File: src/rtl/fetch_stage_pkg.sv
// Shared pipeline definitions for the fetch stage: FSM state encoding, instruction
// width, PC increment and the default halt instruction word.
package fetch_stage_pkg;

  localparam int unsigned InstWidth = 32;
  localparam logic [InstWidth-1:0] PcIncr = 32'd4;
  localparam logic [InstWidth-1:0] DefaultHaltWord = 32'h0000_0073;
  localparam int unsigned CntWidth = 4;

  typedef enum logic [1:0] {
    StRun    = 2'd0,
    StDrain  = 2'd1,
    StHalted = 2'd2
  } fetch_state_e;

endpackage

File: src/rtl/fetch_halt_ctl.sv
// Fetch halt controller: owns the RUN/DRAIN/HALTED state, the drain counter and the
// sticky halt register.
//   clk, rst            : clock, asynchronous active-high reset
//   stall_i             : hazard hold; freezes the drain countdown
//   redirect_i          : redirect taken; aborts a drain (wrong-path halt word)
//   halt_hit_i          : unstalled, unredirected capture of the halt word in RUN
//   state_o             : current FSM state, used by the PC / IF-ID datapath
//   halt_o              : registered halt flag, sticky until reset
module fetch_halt_ctl
  import fetch_stage_pkg::*;
#(
  parameter int unsigned DRAIN_CYCLES = 4
) (
  input  logic         clk,
  input  logic         rst,
  input  logic         stall_i,
  input  logic         redirect_i,
  input  logic         halt_hit_i,
  output fetch_state_e state_o,
  output logic         halt_o
);

  localparam logic [CntWidth-1:0] CntInit = CntWidth'(DRAIN_CYCLES - 1);

  fetch_state_e        state_q, state_d;
  logic [CntWidth-1:0] cnt_q, cnt_d;
  logic                halt_q, halt_d;

  always_comb begin
    state_d = state_q;
    cnt_d   = cnt_q;
    unique case (state_q)
      StRun: begin
        if (halt_hit_i) begin
          state_d = StDrain;
          cnt_d   = CntInit;
        end
      end
      StDrain: begin
        if (redirect_i) begin
          state_d = StRun;
          cnt_d   = '0;
        end else if (!stall_i) begin
          if (cnt_q == '0) state_d = StHalted;
          else             cnt_d   = cnt_q - 1'b1;
        end
      end
      StHalted: ;
      default: begin
        state_d = StRun;
        cnt_d   = '0;
      end
    endcase
    // Halt is registered alongside the state so it has no combinational input path.
    halt_d = (state_d == StHalted);
  end

  always_ff @(posedge clk or posedge rst) begin
    if (rst) begin
      state_q <= StRun;
      cnt_q   <= '0;
      halt_q  <= 1'b0;
    end else begin
      state_q <= state_d;
      cnt_q   <= cnt_d;
      halt_q  <= halt_d;
    end
  end

  assign state_o = state_q;
  assign halt_o  = halt_q;

endmodule

File: src/rtl/fetch_stage.sv
// Instruction fetch stage: PC register, IF/ID pipeline register and halt handling.
//   clk, rst        : clock, asynchronous active-high reset
//   imem_addr       : instruction memory byte address (always equals PC)
//   imem_rdata      : combinational instruction word at imem_addr
//   stall           : hazard hold request
//   redirect_valid  : branch/jump taken; redirect_pc gives the target (word-aligned here)
//   if_valid/if_pc/if_inst : IF/ID register contents
//   halt            : program complete, sticky until reset
module fetch_stage
  import fetch_stage_pkg::*;
#(
  parameter logic [31:0] RESET_PC     = 32'h0000_0000,
  parameter logic [31:0] HALT_WORD    = DefaultHaltWord,
  parameter int unsigned DRAIN_CYCLES = 4
) (
  input  logic                 clk,
  input  logic                 rst,
  output logic [InstWidth-1:0] imem_addr,
  input  logic [InstWidth-1:0] imem_rdata,
  input  logic                 stall,
  input  logic                 redirect_valid,
  input  logic [InstWidth-1:0] redirect_pc,
  output logic                 if_valid,
  output logic [InstWidth-1:0] if_pc,
  output logic [InstWidth-1:0] if_inst,
  output logic                 halt
);

  fetch_state_e         state;
  logic [InstWidth-1:0] pc_q, pc_d;
  logic                 valid_q, valid_d;
  logic [InstWidth-1:0] if_pc_q, if_pc_d;
  logic [InstWidth-1:0] if_inst_q, if_inst_d;
  logic                 halt_hit;

  assign halt_hit = (state == StRun) && !redirect_valid && !stall && (imem_rdata == HALT_WORD);

  fetch_halt_ctl #(
    .DRAIN_CYCLES(DRAIN_CYCLES)
  ) u_halt_ctl (
    .clk       (clk),
    .rst       (rst),
    .stall_i   (stall),
    .redirect_i(redirect_valid),
    .halt_hit_i(halt_hit),
    .state_o   (state),
    .halt_o    (halt)
  );

  always_comb begin
    pc_d      = pc_q;
    valid_d   = valid_q;
    if_pc_d   = if_pc_q;
    if_inst_d = if_inst_q;
    unique case (state)
      StRun: begin
        if (redirect_valid) begin
          pc_d    = {redirect_pc[31:2], 2'b00};
          valid_d = 1'b0;
        end else if (!stall) begin
          valid_d   = 1'b1;
          if_pc_d   = pc_q;
          if_inst_d = imem_rdata;
          // The halt word is captured but the PC parks on it.
          if (!halt_hit) pc_d = pc_q + PcIncr;
        end
      end
      StDrain: begin
        if (redirect_valid) begin
          pc_d    = {redirect_pc[31:2], 2'b00};
          valid_d = 1'b0;
        end else if (!stall) begin
          valid_d = 1'b0;
        end
      end
      StHalted: valid_d = 1'b0;
      default: ;
    endcase
  end

  always_ff @(posedge clk or posedge rst) begin
    if (rst) begin
      pc_q      <= RESET_PC;
      valid_q   <= 1'b0;
      if_pc_q   <= '0;
      if_inst_q <= '0;
    end else begin
      pc_q      <= pc_d;
      valid_q   <= valid_d;
      if_pc_q   <= if_pc_d;
      if_inst_q <= if_inst_d;
    end
  end

  assign imem_addr = pc_q;
  assign if_valid  = valid_q;
  assign if_pc     = if_pc_q;
  assign if_inst   = if_inst_q;

endmodule

File: config.mk
export PLATFORM = sky130hd
export DESIGN_NAME = fetch_stage
export DESIGN_NICKNAME = d
export VERILOG_FILES = /design/src/rtl/fetch_stage_pkg.sv /design/src/rtl/fetch_halt_ctl.sv /design/src/rtl/fetch_stage.sv
export SDC_FILE = /design/constraint.sdc
export NUM_CORES = 1
export LEC_CHECK = 0
export CAP_MARGIN = 30
export CORE_ASPECT_RATIO = 0.5
export CORE_MARGIN = 2
export CORE_UTILIZATION = 30
export CTS_CLUSTER_DIAMETER = 150
export DETAILED_ROUTE_END_ITERATION = 8
export PLACE_DENSITY = 0.56
export SYNTH_ARGS = -nofsm -noshare
export SYNTH_HDL_FRONTEND = slang
export SYNTH_SLANG_ARGS = --single-unit
File: constraint.sdc
create_clock -name clk -period 3 [get_ports clk]
set_input_delay 0.45 -clock clk [delete_from_list [all_inputs] [get_ports clk]]
set_output_delay 0.45 -clock clk [all_outputs]
set_load 0.02 [all_outputs]
==> results of run 1 <==
==> metrics by stage <==
step | utilization, % | instances | power, mW | instance area [µm²] | hold slack [ps]
2_1_floorplan | - | 458 | 4.30 | 4970 | 522
4_1_cts | 43.7 | 843 | 7.22 | 7110 | 509
3_5_place_dp | 42.0 | 827 | 6.05 | 6830 | 495
3_3_place_gp | 42.0 | 827 | 6.02 | 6830 | 489
6_report | 43.7 | 843 | 7.13 | 7110 | 504
5_1_grt | 43.7 | 843 | 7.59 | 7110 | 523
==> power by group through the flow <==
| stage | combinational, mW | sequential (mW) | clock, mW |
|---|---|---|---|
| 2_1_floorplan | 1.04 | 3.26 | 0 |
| 3_3_place_gp | 3.43 | 2.59 | 0 |
| 3_5_place_dp | 3.45 | 2.61 | 0 |
| 4_1_cts | 3.46 | 2.60 | 1.17 |
| 5_1_grt | 3.67 | 2.71 | 1.21 |
| 6_report | 3.42 | 2.58 | 1.13 |
==> layout by cell type (no fill, tap or decap), types with 3 or more instances in the layout <==
| cell | count |
|---|---|
| sky130_fd_sc_hd__nand2_1 | 26 |
| sky130_fd_sc_hd__nor3_1 | 10 |
| sky130_fd_sc_hd__nor4_1 | 6 |
| sky130_fd_sc_hd__buf_4 | 14 |
| sky130_fd_sc_hd__o31ai_1 | 7 |
| sky130_fd_sc_hd__ha_1 | 7 |
| sky130_fd_sc_hd__nand4_1 | 7 |
| sky130_fd_sc_hd__dfrtp_1 | 100 |
| sky130_fd_sc_hd__a2bb2oi_1 | 7 |
| sky130_fd_sc_hd__o22ai_1 | 12 |
| sky130_fd_sc_hd__a21oi_1 | 36 |
| sky130_fd_sc_hd__conb_1 | 4 |
| sky130_fd_sc_hd__or2_2 | 5 |
| sky130_fd_sc_hd__a22o_1 | 5 |
| sky130_fd_sc_hd__clkdlybuf4s50_1 | 159 |
| sky130_fd_sc_hd__nor2_1 | 19 |
| sky130_fd_sc_hd__a211oi_1 | 6 |
| sky130_fd_sc_hd__mux2_2 | 62 |
| sky130_fd_sc_hd__a31oi_1 | 14 |
| sky130_fd_sc_hd__o21ai_0 | 19 |
| sky130_fd_sc_hd__nand3_1 | 17 |
| sky130_fd_sc_hd__and3_1 | 5 |
| sky130_fd_sc_hd__clkbuf_16 | 9 |
| sky130_fd_sc_hd__inv_1 | 7 |
| sky130_fd_sc_hd__o21a_1 | 4 |
| sky130_fd_sc_hd__nor4b_1 | 3 |
==> logic make-up after synthesis <==
| kind of cell | after synthesis |
|---|---|
| fa+ha+maj | 7 |
| simple gates | 119 |
| other cells | 1 |
| flops | 100 |
| mux | 63 |
| buf+inv | 40 |
| compound gates | 125 |
==> worst max-delay path: cells and delay by family <==
kind	cells	cell delay, ps
AND/OR/NAND/NOR	4	1330
buffers and inverters	2	700
AO/OA/AOI/OAI	1	120
==> registers in the layout (all words and copies together) (netlist names) <==
| register | cells |
|---|---|
| if_inst | 32 |
| if_pc | 30 |
| if_valid | 1 |
| imem_addr | 30 |
| u_halt_ctl.cnt_q | 4 |
| u_halt_ctl.halt_o | 1 |
| u_halt_ctl.state_o | 2 |
==> worst min path at each step <==
stage,cells past startpoint,start,to,slack [ps]
global placement,1,if_inst[22],if_inst[22],490
global route,1,if_inst[19],if_inst[19],520
detailed placement,1,if_pc[17],if_pc[17],490
floorplan,1,u_halt_ctl.cnt_q[3],u_halt_ctl.cnt_q[3],520
CTS,1,if_pc[17],if_pc[17],510
finish,1,if_pc[17],if_pc[17],500
==> routing by layer <==
metal | wire (µm) | part of all wire [%] | vias up | global-route usage [%]
li1 | - | - | 2021 | -
met3 | 797 | 5.6 | 8 | 4.05
met5 | 0 | 0 | - | 0
met1 | 6540 | 46 | 2103 | 22.8
met2 | 6710 | 47 | 118 | 26.7
met4 | 95 | 0.67 | 0 | 3.61
==> final cells by class <==
class | count | share of cell area, %
clock buffer | 13 | 3.66
tap | 227 | 3.99
multi-input combinational | 318 | 32.3
clock inverter | 3 | 0.299
timing repair buffer | 174 | 24.1
inverter | 8 | 0.475
sequential | 100 | 35.2
==> results, run 1 <==
- The flow ran to the end, and the final reports show no timing, DRC or antenna violations.
- The count of distinct cell types in the synthesized netlist is 54.
- The summed negative setup slack over all endpoints is 0 ps.
- Registers are responsible for 36.2% of the overall power.
- After clock tree synthesis, the setup repair step added 0 buffers.
- Detailed routing inserted a total of 4250 vias.
- The combined area of the multi-input logic cells is 2290 µm².
- The most used flip-flop cell after synthesis is sky130_fd_sc_hd__dfrtp_1.
- The setup slack on the worst flop-to-flop path is 670 ps.
- The startpoint of the worst setup timing path is imem_rdata[24].
- The transition time of the tightest slew-check pin is 833 ps.
- The number of buffers added to fix hold violations after cts is 0.
- The first global-routing pass estimated 22900 µm of wire.
- From left edge to right edge, the die measures 186 µm.
- By instance count, the leading cell after synthesis is sky130_fd_sc_hd__dfrtp_1.
- STA classifies the critical path endpoint as a register.
- Static timing analysis puts the maximum clock frequency at 421 MHz.
- Counting the buffers created by CTS gives 9.
- Averaged over all synthesized cells, the footprint is 10.9 µm².
- The switching portion of total power is 38.8%.
- Cells with a size suffix above 1 make up 17.7% of the layout.
- The maximum buffer depth of the clock tree is 2.
- The critical register-to-register path endpoint is imem_addr[28].
- The Yosys step of the flow raised 0 warnings.
- The post-cts sizing count is 0.
- Max-cap violations in this run came to 0.
- On the critical path, the stage with the largest delay is an instance of sky130_fd_sc_hd__or3_1.
- The main combinational cell family by area after synthesis is compound AO/OA/AOI/OAI gates.
- The number of cell instances on the worst register-to-register path is 6.
- The required time at the worst-slack endpoint is 3220 ps.
- The synthesized design contains 0 enable-type register cells.
- The initial antenna violation count came to 0.
- After Yosys synthesis, full adders, half adders and majority gates account for 1.77% of the synthesized area.
- The total detailed-routing wirelength is 14100 µm.
- The top-level I/O count is 166.
- The first detailed-routing pass ran for 4 iterations.
- In the final routed layout, each cell accounts on average for 16.8 µm.
- The largest single stage delay on the critical path is 520 ps.
- The cell chosen for the clock root is sky130_fd_sc_hd__clkbuf_16.
- The storage element area is 2500 µm².
- The post-CTS clock slew at the launch and capture registers of the worst setup and hold paths is 70 ps.
- The startpoint type of the worst setup path is an input port.
- After legalization and detailed placement, the total HPWL measured 9880 µm.
- The multiplexer share of the synthesized area is 14.3%.
- Data arrives at the worst endpoint at 2590 ps.
- For this design the ratio of total power to cell area is 1000 nW/µm².
- Summed over all nets, the switching power comes to 2.77 mW.
- The diode insertion count for antenna repair is 0.
- The fill cell total of the finished layout is 1589.
- The area of the die is 17600 µm².
- The worst flop-to-flop path startpoint is imem_addr[2].
- The share of flip-flops with an asynchronous set or reset is 100%.
- The initial standard-cell utilization of the core is 30.4%.
- The final critical path takes up 79.1% of the cycle.
- At the placement stage, the worst setup path has a slack of 243 ps.
- The share of the synthesized area in the top cell type is 50.5%.
- The number of H-tree branching levels is 3.
- The later pin in the worst-skew pair is clocked with a latency of 350 ps.
- In the final design database the tool counted 686 nets.
- The share of synthesized cell area in and, or, nand and nor gates is 13.3%.
- Cell internal power was estimated by the tool at 4.37 mW.
- The post-synthesis share of cell area spent on xor and xnor gates is 0%.
- The congestion estimate from routability-driven global placement came to 0.803.
- The post-route DRC violation count is 0.
- The number of slew-limit violations in the final report is 0.
- The final-report hold violation count was 0.
- By area the synthesized netlist is led by sky130_fd_sc_hd__dfrtp_1 51%, sky130_fd_sc_hd__mux2_2 14%, sky130_fd_sc_hd__a21oi_1 3.6%.
- The largest net degree at the start of global routing is 101.
- The path type of the worst min-delay path is register to register.
- From bottom edge to top edge, the die measures 94.9 µm.
- The CTS tree is done.
- The setup violation total in the final timing report is 0.
- The global router's overall resource usage is 16.6%.
- The fraction of the yosys area taken by sequential cells is 50.5%.
- The residual overflow from global routing is 0.
- Counting instances in the post-synthesis netlist gives the leading cell types as 100 x sky130_fd_sc_hd__dfrtp_1, 62 x sky130_fd_sc_hd__mux2_2, 36 x sky130_fd_sc_hd__a21oi_1.
- The ratio of routed vias to standard cells is 5.04.
- The maximum fanout encountered on the critical timing path is 18.
- The synthesized netlist occupies a cell area of 4950 µm².
- Once routing completed, OpenROAD measured the worst setup slack at 626 ps.
- The critical path in this run is classified as input port to register.
- In this run the worst setup path terminates at imem_addr[15].
- The library cell occupying the most area in the post-synthesis netlist is sky130_fd_sc_hd__dfrtp_1.
- The via count of the first global-routing pass came to 4288.
- The row count is 33.
- The post-synthesis register bit count is 100.
- The clock network accounts for 15.8% of the total power.
- After layout, the minimum clock period comes to 2370 ps.
- The leakage power figure is 2.77 nW.
- The clock arrives with 11.6 ps of skew.
- The worst-case IR drop observed on VDD is 0.000430 V.
- The max-slew headroom at the worst pin is 44.4%.
- The floorplan step defined a core boundary enclosing 16300 µm².
- During placement, the flow inserted port buffers numbering 159.
- Of the total power, combinational logic draws 48.0%.
- Setup repair after global routing left no endpoint under its margin.
- Walking the worst path, the cells encountered are clkdlybuf4s50_1, nor4b_1, nand4_1, or3_1, buf_4, nand2_1, o21ai_0.
- The compound-cell area share of the yosys netlist is 16.2%.
- Compared with the post-synthesis result, the final layout area differs by 43.6%.
- The remaining antenna violation count is 0.
- After the first detailed-routing iteration, the DRC count stood at 305.
- The synthesized instance count is 455.
- The number of clock sinks is 100.
Power figures use the tool's default switching activity.
==> inputs of run 2 (changes only) <==
Settings changed: PLACE_DENSITY 0.56 to 0.54.
Clock period 3 ns to 2.4 ns, I/O delays scaled along.
==> results, run 2 (synthesis gave the netlist of run 1 again) <==
- Leaving out fill and tap cells, the most frequent cells in the layout are 159 x sky130_fd_sc_hd__clkdlybuf4s50_1, 100 x sky130_fd_sc_hd__dfrtp_1, 62 x sky130_fd_sc_hd__mux2_2.
- The leakage power figure is 2.89 nW (+4.3%).
- The highest clock frequency the design can meet is 460 MHz.
- The ratio of routed vias to standard cells is 5.00 (-0.87%).
- The worst path uses 90.5% of the clock period.
- STA classifies the critical path endpoint as a register.
- The number of flip-flops under the largest register name is 32 (unchanged).
- The number of input and output port buffers inserted is 159 (unchanged).
- The number of H-tree branching levels came to 3 (unchanged).
- The required time at the worst-slack endpoint is 2630 ps (-590 ps).
- The post-CTS clock slew at the launch and capture registers of the worst setup and hold paths came to 70 ps (about the same).
- The total detailed-routing wirelength was 14600 µm (+3.0%).
- The standard cell area after detailed placement was 7060 µm² (+3.4%).
- The post-CTS setup-driven buffer insertion count is 0 (unchanged).
- The post-DP HPWL is 10500 µm (+5.9%).
- The remaining antenna violation count is 0 (unchanged).
- The run finished with clean final reports.
- The diode insertion count for antenna repair is 0 (unchanged).
- The post-layout total power is 8.97 mW (+26%).
- The maximum VDD drop was 0.000571 V (+33%).
- The summed negative setup slack over all endpoints was 0 ps (unchanged).
- The top-level I/O count is 166 (unchanged).
- The final-report hold violation count is 0 (unchanged).
- The startpoint type of the worst setup path is a register.
- The clock network latency to the later pin of the worst-skew pair is 340 ps (about the same).
- For this design, the slowest cell found on the critical path is sky130_fd_sc_hd__buf_4.
- The last weighted congestion value of the routability-driven placer was 0.788 (-1.9%).
- The critical path class is register to register.
- The post-route standard cell area excluding fillers came to 7320 µm² (+2.9%).
- The largest net degree at the start of global routing is 65 (-36%).
- The global router's overall resource usage is 16.9% (+0.29 points).
- TritonCTS built the clock tree.
- The row count is 33 (unchanged).
- Setup repair after global routing left no endpoint under its margin.
- Walking the worst path, the cells encountered are inv_1, ha_1, nor3b_4, buf_4, buf_12, mux2_2.
- The area inside the core boundary came to 16300 µm² (unchanged).
- The area growth from synthesis to final layout is 47.8%.
- The initial standard-cell utilization of the core is 30.4% (unchanged).
- The number of max-capacitance violations reported was 0 (unchanged).
- The most frequent standard cell in the layout excluding fill and tap cells is sky130_fd_sc_hd__clkdlybuf4s50_1.
- The y dimension of the die was 94.9 µm (unchanged).
- The initial antenna violation count is 0 (unchanged).
- The highest cell delay on the worst timing path was 390 ps (-130 ps).
- The power per cell area is 1230 nW/µm² (+22%).
- The share of final-layout standard cells stronger than drive strength 1 is 20.5% (+2.8 points).
- The residual overflow from global routing is 0 (unchanged).
- The via count of the first global-routing pass is 4327 (+0.91%).
- The path class of the tightest hold or removal check is input port to asynchronous set/reset pin.
- The first-pass detailed-route iteration total was 4 (unchanged).
- The critical path data arrival time is 2400 ps (-190 ps).
- The post-route DRC violation count came to 0 (unchanged).
- The number of buffers inserted during clock tree synthesis came to 9 (unchanged).
- The setup clock skew after layout is 7.94 ps (-3.62 ps).
- The setup violation total in the final timing report was 0 (unchanged).
- The wire length of the first global-routing pass is 23100 µm (+0.66%).
- For the finished layout, the period the worst path requires is 2170 ps.
- The number of clock sinks is 100 (unchanged).
- The final-stage net count is 710 (+3.5%).
- The violation count after the first detailed-routing iteration was 249 (-18%).
- The via total after detailed routing was 4323 (+1.7%).
- The max-slew headroom at the worst pin came to 64.3% (+20 points).
- The transition time of the tightest slew-check pin is 528 ps (-306 ps).
- The number of slew-limit violations in the final report came to 0 (unchanged).
- In this run the clock root is driven by a sky130_fd_sc_hd__clkbuf_16.
- The area of the die is 17600 µm² (unchanged).
- The maximum fanout encountered on the critical timing path is 41 (+23).
- The maximum buffer depth of the clock tree was 2 (unchanged).
- The chip width is 186 µm (unchanged).
- The routed length per placed instance was 16.8 µm (+0.41%).
## run 2: cell count changes in the layout (fill, tap and decap cells not counted), sizes merged
| cell | delta |
|---|---|
| clkinvlp | -1 |
| clkbuf | -1 |
| buf | +24 |
## run 2: final timing paths
check                           cells after the start         to  slack, ps                   from
max in group asynchronous                           3   if_pc[6]       1540                    rst
worst max register to register                      6  if_pc[16]        230  u_halt_ctl.state_o[0]
worst min-delay path                                3   if_pc[5]        480                    rst
worst max-delay path                                6  if_pc[16]        230  u_halt_ctl.state_o[0]
min in group clk                                    1  if_pc[19]        500              if_pc[19]
worst min register to register                      1  if_pc[19]        500              if_pc[19]
## run 2: timing repair
item / CTS / global route
hold endpoints to repair: 0 / 0
hold buffers: 0 / 0
resized for setup: 0 / 1
endpoints found under the setup margin: 0 / 3
## run 2: area by class of cell
cell class | count | area, µm²
Clock buffer | 12 | 236
Clock inverter | 2 | 13.8
Fill cell | 1598 | 8950
Inverter | 8 | 33.8
Multi-Input combinational cell | 318 | 2300
Sequential cell | 100 | 2500
Tap cell | 227 | 284
Timing Repair Buffer | 198 | 1950
## run 2: worst max-delay path, delay by kind of cell (launching register included)
kind	cells	cell delay (ps)
AND/OR/NAND/NOR	1	320
flip-flops	1	370
multiplexers	1	360
buffers and inverters	3	780
adder cells (fa/ha/maj)	1	200
## run 2: metal layers
layer | up-vias | GRT usage (%) | routed length (µm)
li1 | 2062 | - | -
met1 | 2119 | 22.5 | 6700
met2 | 131 | 27.0 | 6750
met3 | 11 | 5.55 | 986
met4 | 0 | 3.28 | 128
met5 | - | 0 | 0
## run 2: per-stage QoR
stage	util (%)	setup WS (ps)	cells	hold slack, ps
after global routing	45.0	47.7	865	515
after global placement	43.4	-267	851	490
after detailed placement	43.4	-275	851	495
after floorplan	-	312	458	511
after CTS	44.9	103	865	489
final	45.0	227	865	480
## run 2: report_power, final
| group | switching [mW] | internal (mW) |
|---|---|---|
| Combinational | 2.18 | 2.30 |
| Clock | 0.634 | 0.695 |
| Sequential | 0.665 | 2.50 |
==> inputs of run 3 (changes only) <==
Settings changed: CTS_BUF_LIST from default to sky130_fd_sc_hd__clkbuf_4 sky130_fd_sc_hd__clkbuf_8, MAX_ROUTING_LAYER from default to met4.
==> results, run 3 (synthesis gave the netlist of run 1 again) <==
- The critical path data arrival time is 2450 ps (+50 ps).
- The post-layout total power is 8.64 mW (-3.7%).
- The switching portion of total power is 39.9% (+1.1 points).
- The number of H-tree branching levels was 3 (unchanged).
- The violation count after the first detailed-routing iteration came to 295 (+18%).
- The max-slew headroom at the worst pin is 65.0% (+0.68 points).
- The register share of total power was 36.6% (+1.3 points).
- The y dimension of the die is 94.9 µm (unchanged).
- The initial antenna violation count is 0 (unchanged).
- The highest clock frequency the design can meet was 457 MHz (-0.64%).
- The number of buffers added to fix hold violations after cts is 0 (unchanged).
- The portion of total power attributed to combinational logic is 51.9% (+2.0 points).
- The maximum fanout encountered on the critical timing path is 41 (unchanged).
- The storage element area is 2500 µm² (unchanged).
- The switching power total was 3.44 mW (-0.99%).
- TritonCTS built the clock tree.
- The ratio of routed vias to standard cells is 5.07 (+1.4%).
- The summed negative setup slack over all endpoints is 0 ps (unchanged).
- The residual overflow from global routing is 0 (unchanged).
- The maximum VDD drop was 0.000566 V (-0.87%).
- The number of max-capacitance violations reported is 0 (unchanged).
- The power per cell area was 1190 nW/µm² (-2.5%).
- In the layout the commonest cells are 159 x sky130_fd_sc_hd__clkdlybuf4s50_1, 100 x sky130_fd_sc_hd__dfrtp_1, 62 x sky130_fd_sc_hd__mux2_2.
- The number of flip-flops under the largest register name is 32 (unchanged).
- The maximum buffer depth of the clock tree came to 2 (unchanged).
- The path type of the worst min-delay path is input port to asynchronous set/reset pin.
- The top-level I/O count is 166 (unchanged).
- The number of buffers inserted during clock tree synthesis is 9 (unchanged).
- The via count of the first global-routing pass is 4347 (+0.46%).
- The via total after detailed routing is 4384 (+1.4%).
- The final-layout worst hold slack is 438 ps (-41.6 ps).
- The area inside the core boundary is 16300 µm² (unchanged).
- The post-DP HPWL is 10500 µm (unchanged).
- The leakage power figure was 2.86 nW (-1.2%).
- The area of the die is 17600 µm² (unchanged).
- The critical path capture point type is a register.
- The clock share of power came to 11.5% (-3.3 points).
- The row count is 33 (unchanged).
- The largest net degree at the start of global routing is 65 (unchanged).
- The remaining antenna violation count is 0 (unchanged).
- The chip width is 186 µm (unchanged).
- The diode insertion count for antenna repair is 0 (unchanged).
- Setup repair after global routing left no endpoint under its margin.
- The share of final-layout standard cells stronger than drive strength 1 is 21.0% (+0.47 points).
- The post-route DRC violation count is 0 (unchanged).
- The initial standard-cell utilization of the core is 30.4% (unchanged).
- The last weighted congestion value of the routability-driven placer is 0.799 (+1.4%).
- The number of slew-limit violations in the final report was 0 (unchanged).
- In this run the clock root is driven by a sky130_fd_sc_hd__clkbuf_8.
- The total detailed-routing wirelength is 14700 µm (+0.63%).
- The critical path class is register to register.
- The combined area of the multi-input logic cells is 2300 µm² (unchanged).
- The fill cell total of the finished layout is 1604 (+0.38%).
- The startpoint type of the worst setup path is a register.
- The transition time of the tightest slew-check pin is 517 ps (-10.1 ps).
- The final-stage net count is 710 (unchanged).
- The final-report hold violation count is 0 (unchanged).
- The first-pass detailed-route iteration total is 4 (unchanged).
- The clock network latency to the later pin of the worst-skew pair is 380 ps (+40 ps).
- The number of input and output port buffers inserted is 159 (unchanged).
- The global router's overall resource usage was 17.4% (+0.52 points).
- The final critical delay including setup and external delays is 2190 ps (+14.0 ps).
- The flow ran to the end, and the final reports show no timing, DRC or antenna violations.
- The number of clock sinks is 100 (unchanged).
- The setup clock skew after layout is 10.5 ps (+2.56 ps).
- The required time at the worst-slack endpoint is 2660 ps (+30 ps).
- The routed length per placed instance is 16.9 µm (+0.63%).
- The setup violation total in the final timing report came to 0 (unchanged).
- The most frequent standard cell in the layout excluding fill and tap cells is sky130_fd_sc_hd__clkdlybuf4s50_1.
- The post-CTS clock slew at the launch and capture registers of the worst setup and hold paths is 100 ps (+30 ps).
- The wire length of the first global-routing pass came to 23000 µm (-0.36%).
- The internal cell power is 5.19 mW (-5.4%).
- The share of the cycle needed by the critical path after routing was 91.1% (+0.58 points).
- The area growth from synthesis to final layout is 45.9%.
==> run 3: cell types whose count changed in the layout (fill, tap and decap cells not counted) <==
cell / delta
sky130_fd_sc_hd__clkbuf_4: +3
sky130_fd_sc_hd__clkbuf_16: -9
sky130_fd_sc_hd__clkbuf_8: +9
sky130_fd_sc_hd__clkbuf_1: -3
==> run 3: through the flow <==
step / util (%) / area (µm²) / setup WS, ps / cells
after floorplan: - / 4970 / 312 / 458
after global placement: 43.4 / 7060 / -267 / 851
after detailed placement: 43.4 / 7060 / -275 / 851
after CTS: 44.4 / 7220 / 100 / 865
after global routing: 44.4 / 7230 / 31.0 / 865
final: 44.4 / 7230 / 213 / 865
==> run 3: metal layers <==
layer  GRT usage [%]  share of wire, %
met5               -                 0
met4            4.07               1.1
met3            4.90               6.4
met2            27.0                46
met1            22.7                47
==> run 3: area by class of cell <==
| type | count | area share (%) |
|---|---|---|
| sequential | 100 | 34.6 |
| multi-input combinational | 318 | 31.8 |
| timing repair buffer | 198 | 26.9 |
| tap | 227 | 3.93 |
| clock buffer | 12 | 2.03 |
| inverter | 8 | 0.467 |
| clock inverter | 2 | 0.190 |
==> run 3: power groups by stage <==
stage	Sequential, mW	Clock (mW)	Combinational, mW
after floorplan	4.07	0	1.30
final	3.16	0.994	4.48
after CTS	3.17	1.05	4.53
after global placement	3.17	0	4.49
after detailed placement	3.19	0	4.51
after global routing	3.29	1.11	4.79
==> run 3: path summary, 6_finish.rpt <==
kind,start,endpoint,slack (ps),cells after the start
worst min register to register,if_pc[19],if_pc[19],510,1
worst min-delay path,rst,imem_addr[8],440,3
worst max register to register,u_halt_ctl.state_o[0],if_pc[16],210,6
max in group asynchronous,rst,if_inst[16],1570,3
worst max-delay path,u_halt_ctl.state_o[0],if_pc[16],210,6
min in group clk,if_pc[19],if_pc[19],510,1
==> run 3: what timing repair did <==
item / 4_1_cts / 5_1_grt
endpoints found under the hold margin: 0 / 0
buffers inserted: 0 / 0
resized for setup: 0 / 1
endpoints found under the setup margin: 0 / 6
==> run 3: critical path, stage by stage (launching register included) <==
cell,delay [ps]
sky130_fd_sc_hd__dfrtp_1,380
sky130_fd_sc_hd__inv_1,100
sky130_fd_sc_hd__ha_1,200
sky130_fd_sc_hd__nor3b_4,330
sky130_fd_sc_hd__buf_4,390
sky130_fd_sc_hd__buf_12,290
sky130_fd_sc_hd__mux2_2,360
